### config.mk
export PLATFORM = sky130hd
export DESIGN_NAME = trap_dump_unit_flat
export DESIGN_NICKNAME = d
export VERILOG_FILES = /design/src/rtl/sc_pkg.sv /design/src/rtl/trap_dump_unit_if.sv /design/src/rtl/trap_dump_unit.sv /design/src/flat_wrapper.sv
export SDC_FILE = /design/constraint.sdc
export NUM_CORES = 1
export LEC_CHECK = 0
export ABC_AREA = 1
export CORE_ASPECT_RATIO = 0.9
export CORE_MARGIN = 10
export CORE_UTILIZATION = 39
export CTS_CLUSTER_SIZE = 20
export DETAILED_ROUTE_END_ITERATION = 12
export GPL_ROUTABILITY_DRIVEN = 0
export PLACE_DENSITY = 0.86
export SLEW_MARGIN = 20
export SYNTH_ARGS = -nofsm -noshare
export SYNTH_HDL_FRONTEND = slang
export SYNTH_SLANG_ARGS = --single-unit
### constraint.sdc
create_clock -name clock -period 2.3 [get_ports clock]
set_clock_uncertainty 0.15 [all_clocks]
set_input_delay 0.69 -clock clock [delete_from_list [all_inputs] [get_ports clock]]
set_output_delay 0.69 -clock clock [all_outputs]
set_load 0.1 [all_outputs]
### src/rtl/sc_pkg.sv
// Shared definitions for the single-cycle core and its end-of-program dump engine.
package sc_pkg;

  typedef enum logic [1:0] {
    RUN,
    FETCH,
    SEND,
    DONE
  } dump_state_e;

  localparam logic [31:0] TRAP_HALT  = 32'h44000300;
  localparam int unsigned DUMP_BASE  = 8192;
  localparam int unsigned DUMP_WORDS = 10;

endpackage

### src/rtl/trap_dump_unit_if.sv
// Valid/ready stream carrying dumped (address, word) pairs out of the dump engine.
interface trap_dump_unit_if;

  logic        out_valid;
  logic        out_ready;
  logic [0:31] out_addr;
  logic [0:31] out_data;

  modport master (
    output out_valid,
    output out_addr,
    output out_data,
    input  out_ready
  );

  modport slave (
    input  out_valid,
    input  out_addr,
    input  out_data,
    output out_ready
  );

endinterface

### src/rtl/trap_dump_unit.sv
// Halts the core on the terminating trap, then streams a fixed DMEM window out
// as big-endian words over a valid/ready channel.
module trap_dump_unit
  import sc_pkg::*;
#(
  parameter logic [31:0] TRAP_WORD = TRAP_HALT,
  parameter int unsigned BASE_ADDR = DUMP_BASE,
  parameter int unsigned NUM_WORDS = DUMP_WORDS
) (
  input  logic                    clock,
  input  logic                    reset,
  input  logic [0:31]             instruction,
  output logic                    halt,
  output logic [0:31]             dmem_addr,
  output logic                    dmem_rd_en,
  input  logic [0:31]             dmem_rdata,
  trap_dump_unit_if.master        out_if,
  output logic                    done
);

  localparam int IDX_W = $clog2(NUM_WORDS) + 1;
  localparam logic [IDX_W-1:0] LAST_IDX = IDX_W'(NUM_WORDS - 1);

  dump_state_e      state_q,      state_d;
  logic [IDX_W-1:0] idx_q,        idx_d;
  logic [0:31]      dmem_addr_q,  dmem_addr_d;
  logic             dmem_rd_en_q, dmem_rd_en_d;
  logic             out_valid_q,  out_valid_d;
  logic [0:31]      out_addr_q,   out_addr_d;
  logic [0:31]      out_data_q,   out_data_d;
  logic             done_q,       done_d;

  logic trap_hit;

  // Window address wraps modulo 2^32; the parameters are trusted to keep it in range.
  function automatic logic [31:0] word_addr(input logic [IDX_W-1:0] i);
    return 32'(BASE_ADDR) + (32'(i) << 2);
  endfunction

  assign trap_hit = (instruction == TRAP_WORD);

  // Halt is combinational in RUN so the PC never advances past the trap.
  assign halt = (state_q == RUN) ? trap_hit : 1'b1;

  always_comb begin
    state_d      = state_q;
    idx_d        = idx_q;
    dmem_addr_d  = dmem_addr_q;
    dmem_rd_en_d = dmem_rd_en_q;
    out_valid_d  = out_valid_q;
    out_addr_d   = out_addr_q;
    out_data_d   = out_data_q;
    done_d       = done_q;

    case (state_q)
      RUN: begin
        if (trap_hit) begin
          state_d      = FETCH;
          idx_d        = '0;
          dmem_addr_d  = word_addr('0);
          dmem_rd_en_d = 1'b1;
        end
      end
      FETCH: begin
        out_data_d   = dmem_rdata;
        out_addr_d   = dmem_addr_q;
        out_valid_d  = 1'b1;
        dmem_rd_en_d = 1'b0;
        state_d      = SEND;
      end
      SEND: begin
        if (out_valid_q && out_if.out_ready) begin
          out_valid_d = 1'b0;
          if (idx_q == LAST_IDX) begin
            state_d = DONE;
            done_d  = 1'b1;
          end else begin
            idx_d        = idx_q + IDX_W'(1);
            dmem_addr_d  = word_addr(idx_q + IDX_W'(1));
            dmem_rd_en_d = 1'b1;
            state_d      = FETCH;
          end
        end
      end
      DONE: begin
        done_d = 1'b1;
      end
      default: begin
        state_d = RUN;
      end
    endcase
  end

  always_ff @(posedge clock) begin
    if (!reset) begin
      state_q      <= RUN;
      idx_q        <= '0;
      dmem_addr_q  <= '0;
      dmem_rd_en_q <= 1'b0;
      out_valid_q  <= 1'b0;
      out_addr_q   <= '0;
      out_data_q   <= '0;
      done_q       <= 1'b0;
    end else begin
      state_q      <= state_d;
      idx_q        <= idx_d;
      dmem_addr_q  <= dmem_addr_d;
      dmem_rd_en_q <= dmem_rd_en_d;
      out_valid_q  <= out_valid_d;
      out_addr_q   <= out_addr_d;
      out_data_q   <= out_data_d;
      done_q       <= done_d;
    end
  end

  assign dmem_addr        = dmem_addr_q;
  assign dmem_rd_en       = dmem_rd_en_q;
  assign out_if.out_valid = out_valid_q;
  assign out_if.out_addr  = out_addr_q;
  assign out_if.out_data  = out_data_q;
  assign done             = done_q;

endmodule

### src/flat_wrapper.sv
// flat-port wrapper written by rule: the top's interface ports become plain ports
module trap_dump_unit_flat import sc_pkg::*;
#(
  parameter logic [31:0] TRAP_WORD = TRAP_HALT,
  parameter int unsigned BASE_ADDR = DUMP_BASE,
  parameter int unsigned NUM_WORDS = DUMP_WORDS
)
  (clock, reset, instruction, halt, dmem_addr, dmem_rd_en, dmem_rdata, done, out_if_out_valid, out_if_out_addr, out_if_out_data, out_if_out_ready);
  trap_dump_unit_if out_if_i ();
  input  logic clock;
  input  logic reset;
  input  logic [0:31] instruction;
  output logic halt;
  output logic [0:31] dmem_addr;
  output logic dmem_rd_en;
  input  logic [0:31] dmem_rdata;
  output logic done;
  output wire logic [$bits(out_if_i.out_valid)-1:0] out_if_out_valid;
  output wire logic [$bits(out_if_i.out_addr)-1:0] out_if_out_addr;
  output wire logic [$bits(out_if_i.out_data)-1:0] out_if_out_data;
  input wire logic [$bits(out_if_i.out_ready)-1:0] out_if_out_ready;
  assign out_if_out_valid = out_if_i.out_valid;
  assign out_if_out_addr = out_if_i.out_addr;
  assign out_if_out_data = out_if_i.out_data;
  assign out_if_i.out_ready = out_if_out_ready;
  trap_dump_unit #(.TRAP_WORD(TRAP_WORD), .BASE_ADDR(BASE_ADDR), .NUM_WORDS(NUM_WORDS)) u_core (.clock(clock), .reset(reset), .instruction(instruction), .halt(halt), .dmem_addr(dmem_addr), .dmem_rd_en(dmem_rd_en), .dmem_rdata(dmem_rdata), .out_if(out_if_i), .done(done));
endmodule
==> flow_summary_export.csv <==
group,metric,value,unit
run_status,status,"finished, violations left",
run_status,violations,"setup timing",
setup_path,worstSetupStartpoint,"instruction[22]",
setup_path,cp-start-kind,"input pin",
die,fp.dieW,106,microns
logic_synthesis,yosysTopAreaCell,"dfxtp_1",
cells_and_area,layout-drive-gt1-share,25.4,%
global_routing,grt_pass1_vias,2422,
logic_synthesis,synth.most_common_cell,"nor2_1",
timing,post-route-period-util,101,%
route,wl,7890,microns
timing,grt_setup_unrepaired,"yes",
logic_synthesis,synth.distinct_cells,27,
die,io_pins,167,
clock_tree,clockBufferDepth,2,
clock_tree,cts_made_buffers,5,
setup_path,max_stage_delay,0.19,ns
route,first_iter_violations,194,
setup_path,cp-end-kind,"primary output",
timing,layout_min_cycle_time,2.31,ns
logic_synthesis,ys_seq_elements,49,
setup_path,crit_chain,"dlygate4sd2_1 -> nand2_1 -> nor2_1 -> nand2_1 -> nor2_2 -> nand2_2 -> nand2_4 -> buf_12",
setup_path,critPathRequiredTime,1.46,ns
placed_design,dp_hpwl,6350,microns
logic_synthesis,synthFlopType,"dfxtp_1",
setup_path,critical_path.most_common_cell,"nand2_1",
global_routing,use_met1,13.8,%
logic_synthesis,synth_sequential_area_ratio,38.1,%
die,initial_utilization,39.7,%
logic_synthesis,synthDominantCellAreaShare,38.1,%
clock_tree,clkTransAtPathRegs,0.09,ns
global_routing,met3_usage,7.36,%
pwr,leakagePower,1.90,nW
clock_tree,htreeDepth,2,
logic_synthesis,synth_top_family_by_area,"simple AND/OR/NAND/NOR gates",
global_routing,grt_max_degree,41,
clock_tree,post_cts_buffers,0,
timing,hold_viol_final,0,
die,row_count,28,
global_routing,grt_usage,14.7,%
global_routing,gr-total-overflow,0,
route,routedWlPerCell,14.0,microns
setup_path,slowest_stage,"dlygate4sd2_1",
die,die_area,10300,sq um
timing,maxSlewHeadroom,59.5,%
pwr,ir_drop,0.331,mV
setup_path,endpoint,"halt",
timing,layout_setup_ws,-0.0132,ns
setup_path,regToRegSetupSlack,0.42,ns
logic_synthesis,synth_mux_area_share,0,%
route,vias,2426,
logic_synthesis,avgSynthCellArea,7.13,sq um
setup_path,path_class,"input pin to primary output",
route,firstDrtPassIters,4,
cells_and_area,fin_nets,546,
clock_tree,insertion_delay,0.31,ns
clock_tree,cts_root_buffer,"clkbuf_8",
global_routing,grt-busiest-layer,"met2",
die,die_y,97.1,microns
min_path,holdCritPathClass,"register to register",
setup_path,arrival,1.47,ns
global_routing,grt_antenna_before_repair,0,
route,viasPerCell,4.31,
timing,setup_tns,-0.0132,ns
timing,slew_viol_final,0,
logic_synthesis,synth_edf_count,0,
route,antenna_left,0,
logic_synthesis,syn-cell-area,2570,sq um
global_routing,grt_pass1_wl,12400,microns
logic_synthesis,synth_compound_area_share,10.7,%
clock_tree,cts_tree,"built",
setup_path,reg2reg_depth,8,
logic_synthesis,synth_area_leaders,"dfxtp_1, buf_4, nor2_1",
logic_synthesis,ys_warn_count,0,
logic_synthesis,synth_common_cells,"nor2_1, buf_4, dfxtp_1",
route,drc,0,
cells_and_area,area_delta_synth_final,59.7,%
setup_path,cp_max_fo,2,
pwr,power,1.89,mW
die,core,6480,sq um
logic_synthesis,synthAdderAreaFrac,3.40,%
clock_tree,hold_buffers,0,
logic_synthesis,synth_xor_xnor_area_share,0.340,%
clock_tree,cts_sinks,49,
cells_and_area,antenna_cells,0,
pwr,p_per_area,459,nW/um^2
logic_synthesis,async_reset_ff_share,0,%
job,max-cap-violations,0,
timing,tightest_slew,0.606,ns
global_routing,grt_use_met2,27.4,%
placed_design,io_buffers,114,
timing,max_freq,432,MHz
timing,setup_viol,1,
setup_path,r2r_start,"u_core.state_q[0]$_SDFFE_PN0P_",
setup_path,worstReg2RegEnd,"u_core.idx_q[2]$_SDFFE_PN0P_",
logic_synthesis,synth-simple-area-share,23.8,%
logic_synthesis,syn_inst,361,
==> power by group <==
| group | internal (mW) | switching [mW] |
|---|---|---|
| combinational | 0.0935 | 0.414 |
| clock | 0.244 | 0.289 |
| sequential | 0.847 | 0.0000000147 |
==> through the flow <==
| step | utilization [%] | cell area (sq um) | setup slack (ns) | hold slack (ns) | std cells |
|---|---|---|---|---|---|
| after floorplan | - | 2770 | 0.0218 | 0.337 | 412 |
| after global routing | 63.4 | 4110 | -0.0864 | 0.412 | 563 |
| after detailed placement | 63.0 | 4090 | -0.390 | 0.354 | 555 |
| after CTS | 62.8 | 4070 | -0.0338 | 0.381 | 563 |
| after global placement | 63.0 | 4090 | -0.364 | 0.354 | 555 |
| final | 63.4 | 4110 | -0.0132 | 0.378 | 563 |
==> kinds of logic after synthesis <==
family / after synthesis
AO/OA/AOI/OAI: 55
AND/OR/NAND/NOR: 144
adder cells (fa/ha/maj): 7
flip-flops: 49
XOR/XNOR: 1
buffers and inverters: 104
other: 1
==> layout by cell type (no fill, tap or decap), types with 2 or more instances in the layout <==
master           synthesis  final
a21oi_1                 14     14
buf_12                   1     49
buf_2                    1     18
buf_4                   52      3
buf_6                    0     10
clkbuf_2                 0      2
clkbuf_8                 0      6
clkdlybuf4s50_1          0     34
conb_1                   1     52
dfxtp_1                 49     49
dlygate4sd2_1            0      2
ha_1                     7      7
inv_1                   35     27
inv_2                    4     12
nand2_1                 33     29
nand2_2                  3      7
nand3_1                 10     10
nor2_1                  88     84
nor2_2                   2      6
nor3_4                   2      2
o21ai_0                 39     39
==> cell type report <==
| cell class | count | area, sq um |
|---|---|---|
| fill | 535 | 2370 |
| clock buffer | 6 | 82.6 |
| clock inverter | 2 | 13.8 |
| timing repair buffer | 118 | 1570 |
| multi-input combinational | 259 | 1200 |
| sequential | 49 | 981 |
| inverter | 39 | 146 |
| tap | 90 | 113 |
==> worst max-delay path, delay by kind of cell <==
| family | cells | cell delay (ns) |
|---|---|---|
| buffers and inverters | 2 | 0.36 |
| AND/OR/NAND/NOR | 6 | 0.42 |
==> layer usage <==
layer	vias to the layer above	share of wire, %
li1	1228	-
met1	1095	33
met2	97	54
met3	6	12
met4	0	1.4
met5	-	0
==> registers in the layout, indices dropped and copies added (netlist names) <==
name	cells
u_core.dmem_rd_en	1
u_core.out_if.out_valid	1
u_core.done	1
u_core.idx_q	4
u_core.out_if.out_addr	6
u_core.out_if.out_data	32
u_core.dmem_addr	2
u_core.state_q	2
==> worst min-delay path by stage <==
stage | startpoint | end | slack [ns] | depth (start not counted)
after floorplan | u_core.state_q[1]$_SDFFE_PN0P_ | u_core.state_q[1]$_SDFFE_PN0P_ | 0.34 | 2
after global placement | u_core.state_q[1]$_SDFFE_PN0P_ | u_core.state_q[1]$_SDFFE_PN0P_ | 0.35 | 2
after detailed placement | u_core.dmem_addr[18]$_SDFFE_PN0P_ | u_core.out_if.out_addr[18]$_SDFFE_PN0N_ | 0.35 | 2
after CTS | u_core.state_q[1]$_SDFFE_PN0P_ | u_core.state_q[1]$_SDFFE_PN0P_ | 0.38 | 2
after global routing | u_core.dmem_addr[25]$_SDFFE_PN0P_ | u_core.dmem_addr[25]$_SDFFE_PN0P_ | 0.41 | 2
final | u_core.state_q[1]$_SDFFE_PN0P_ | u_core.state_q[1]$_SDFFE_PN0P_ | 0.38 | 2
==> what timing repair did <==
| item | in CTS | in global routing |
|---|---|---|
| hold endpoints to repair | 0 | 0 |
| gates resized for setup | 99 | 20 |
| pin swaps | 30 | 9 |
| setup endpoints to repair | 1 | 1 |
Power figures use the tool's default switching activity.
==> RTL change 1, RTL diff (config.mk and constraints unchanged) <==
One comparison of `idx_q` changes from == to >=.
--- a/src/rtl/trap_dump_unit.sv
+++ b/src/rtl/trap_dump_unit.sv
@@ -72,5 +72,5 @@
         if (out_valid_q && out_if.out_ready) begin
           out_valid_d = 1'b0;
-          if (idx_q == LAST_IDX) begin
+          if (idx_q >= LAST_IDX) begin
             state_d = DONE;
             done_d  = 1'b1;
Function: no difference found for any inputs over 10 cycles, from zero or initial values and one cycle with reset low; that may be too few to reach the edited logic, so the function may still have changed.
==> RTL change 1 against the unedited design <==
The flow still finishes with violations (negative setup slack); area after synthesis decreased by 1.3%; critical path depth rose by 1; wire length is 1.3% lower; cell count shrank 0.71%; design area down 0.85%; via count decreased by 0.58%; setup slack got worse by 23 ps; first-iteration DRC count down 32%; count of clock-buffer cells in the layout shrank 1; sequential cell count unchanged; hold slack got worse by 30 ps; critical path type unchanged; largest cell class unchanged; highest routed layer unchanged.
Power is not compared: it rests on default switching activity, and its combinational part moved more than twofold at a synthesized area within 25%.
==> RTL change 1: results (changes against the unedited design) <==
gr usage total=14.88% (+0.20 points); grt met2 use=24.32% (-3.1 points); crit path from=instruction[16]; Multi-input gate area=0.001164 mm2 (-3.1%); Hold Slack=347.9 ps (-30.01 ps); Fill cells=502 (-6.2%); r2r worst-path depth=9 (+1); Setup TNS Final=-36.17 ps (-22.92 ps); Buffers, non-clock=120 (+1.7%); share of layout cells above drive strength 1=23.31% (-2.1 points); seq_cells=49 (unchanged); Routed WL=7786 um (-1.3%); # Post-CTS Setup Buffers=1 (+1); Final setup viols=1 (unchanged); Iter 0 DRT Violations=131 (-32%); hpwl dp=6504 um (+2.5%); GR Util met1=15.51% (+1.7 points); Setup Slack @ Placement=-408.9 ps (-18.81 ps); top cells by area, synth=dfxtp_1, buf_4, nor2_1; Sequential cell area=982.2 um2 (+0.13%); PostCTS Resize Cnt=93 (-6.1%); register area share after synthesis=38.60% (+0.49 points); # placed instances=550 (-0.90%); hold path start=u_core.dmem_addr[25]$_SDFFE_PN0P_; Synth cell types=23 (-15%); failing checks=negative setup slack; first-pass GRT wire length=12510 um (+1.1%); Met3 Wirelength=1221 um (+34%); Mapped Cells=358 (-0.83%); met3 Use GR=10.26% (+2.9 points); inverters=40 (+2.6%); final std cells w/o fill=559 (-0.71%); Worst Hold End=u_core.dmem_addr[25]$_SDFFE_PN0P_; Clock Buffer Count=5 (-1); pin count of the biggest net entering global routing=45 (+9.8%); multi-input combinational area share=28.55% (-0.67 points); final worst slack=-36.17 ps (-22.92 ps); met2 WL=3479 um (-19%); status=finished, violations left
==> RTL change 1: cell count changes after synthesis, sizes merged <==
cell and delta:
nand4 +1, nand3 -8, xnor2 +1, clkinv +1
nor3 -3, o21ai +1, nor2 +4
==> RTL change 1: logic make-up after synthesis <==
group	share of synthesized area (%)
and+or+nand+nor	21.71
buffers and inverters	23.44
AOI/OAI and AO/OA	11.96
DFF	38.60
adders and majority gates	3.446
xor gates and xnor gates	0.6894
other	0.1476
==> RTL change 1: worst max-delay path, cell delays in order <==
cell	delay, ps
buf_6	90
inv_2	30
nand2_1	50
nor2_1	90
nand2_1	70
nor2_1	120
nand2_1	100
nand2_4	80
buf_12	170
==> RTL change 1: report_power, final <==
part           internal, mW  total [mW]  leakage, nW  switching [mW]
sequential             1.03        1.24        0.395           0.207
combinational         0.975        3.20         1.49            2.23
clock                 0.326       0.624       0.0543           0.298
total                  2.33        5.06         1.94            2.73
==> RTL change 2, RTL diff (same flow settings) <==
Made on the original files. Set the package constant `DUMP_WORDS` to 12 (it was 10).
--- a/src/rtl/sc_pkg.sv
+++ b/src/rtl/sc_pkg.sv
@@ -11,5 +11,5 @@
   localparam logic [31:0] TRAP_HALT  = 32'h44000300;
   localparam int unsigned DUMP_BASE  = 8192;
-  localparam int unsigned DUMP_WORDS = 10;
+  localparam int unsigned DUMP_WORDS = 12;
 
 endpackage
Check against the original RTL: same outputs for any inputs over 10 cycles, from zero or initial values and one cycle with reset low; that may be too few to reach the edited logic, so the function may still have changed.
==> RTL change 2 against the unedited design <==
The run still ends with negative setup slack left; global-route usage grew 0.53 points; synthesized cell count shrank 1.1%; wire length grew 2.3%; utilization grew 2.1 points; fmax shrank 0.29%; setup slack lost 6.8 ps; non-clock buffer count grew 3; highest routed layer unchanged; design area shrank 0.33%; area after synthesis shrank 0.63%; sequential cell count is the same.
Power is not compared: it rests on default switching activity, and its combinational part moved more than twofold at a synthesized area within 25%.
==> RTL change 2: results (changes against the unedited design) <==
status=finished, violations left; failing checks=negative setup slack; Synth Area in Compound Gates=11.79% (+1.0 points); met2 WL=4098 um (-4.1%); Synth Area per Inst=7.164 um2 (+0.48%); Metal-1 WL=2797 um (+7.7%); wire per inst=14.47 um (+3.3%); GR Util met1=14.56% (+0.79 points); multi-input combinational cell count=254 (-1.9%); Iter 0 DRT Violations=141 (-27%); register area share after synthesis=38.36% (+0.24 points); gr usage total=15.22% (+0.53 points); hold path start=u_core.dmem_addr[18]$_SDFFE_PN0P_; inverters=40 (+2.6%); # Post-CTS Setup Buffers=1 (+1); Signal buf overhead=38.47% (+0.19 points); final worst slack=-20.04 ps (-6.792 ps); Hold Slack=369.9 ps (-8.084 ps); Worst Hold End=u_core.dmem_addr[18]$_SDFFE_PN0P_; CP max stage delay=170 ps (-20 ps); NumNets Final=545 (-0.18%); FF-to-FF End=u_core.idx_q[0]$_SDFFE_PN0P_; Synth cell types=28 (+3.7%); Met3 Wirelength=1104 um (+21%); Post-Synth XOR/XNOR Area=0.3425% (+0.0022 points); first-pass GRT wire length=13070 um (+5.6%); Final setup viols=1 (unchanged); clk tree area frac=2.626% (+0.28 points); r2r setup slk=470 ps (+50 ps)
## RTL change 2: worst register-to-register path: cells and delay by family (launching register included)
family                     cells  cell delay [ps]
adders and majority gates      1              270
DFF                            1              450
and+or+nand+nor                4              500
buffers and inverters          2              290
AOI/OAI and AO/OA              1               60
## RTL change 2: power groups by stage
| stage | Combinational (mW) | Sequential [mW] | Clock, mW |
|---|---|---|---|
| finish | 1.62 | 1.01 | 0.611 |
| global route | 1.68 | 1.02 | 0.660 |
| CTS | 1.61 | 1.01 | 0.627 |
| detailed placement | 1.63 | 1.03 | 0 |
| global placement | 1.61 | 1.03 | 0 |
| floorplan | 0.620 | 1.56 | 0 |
## RTL change 2: stage by stage
stage | worst slack, ps | setup TNS [ps]
after floorplan | 61.14 | 0
after global placement | -327.4 | -327.4
after detailed placement | -374.1 | -571.0
after CTS | -26.04 | -26.04
after global routing | -55.65 | -55.65
final | -20.04 | -20.04
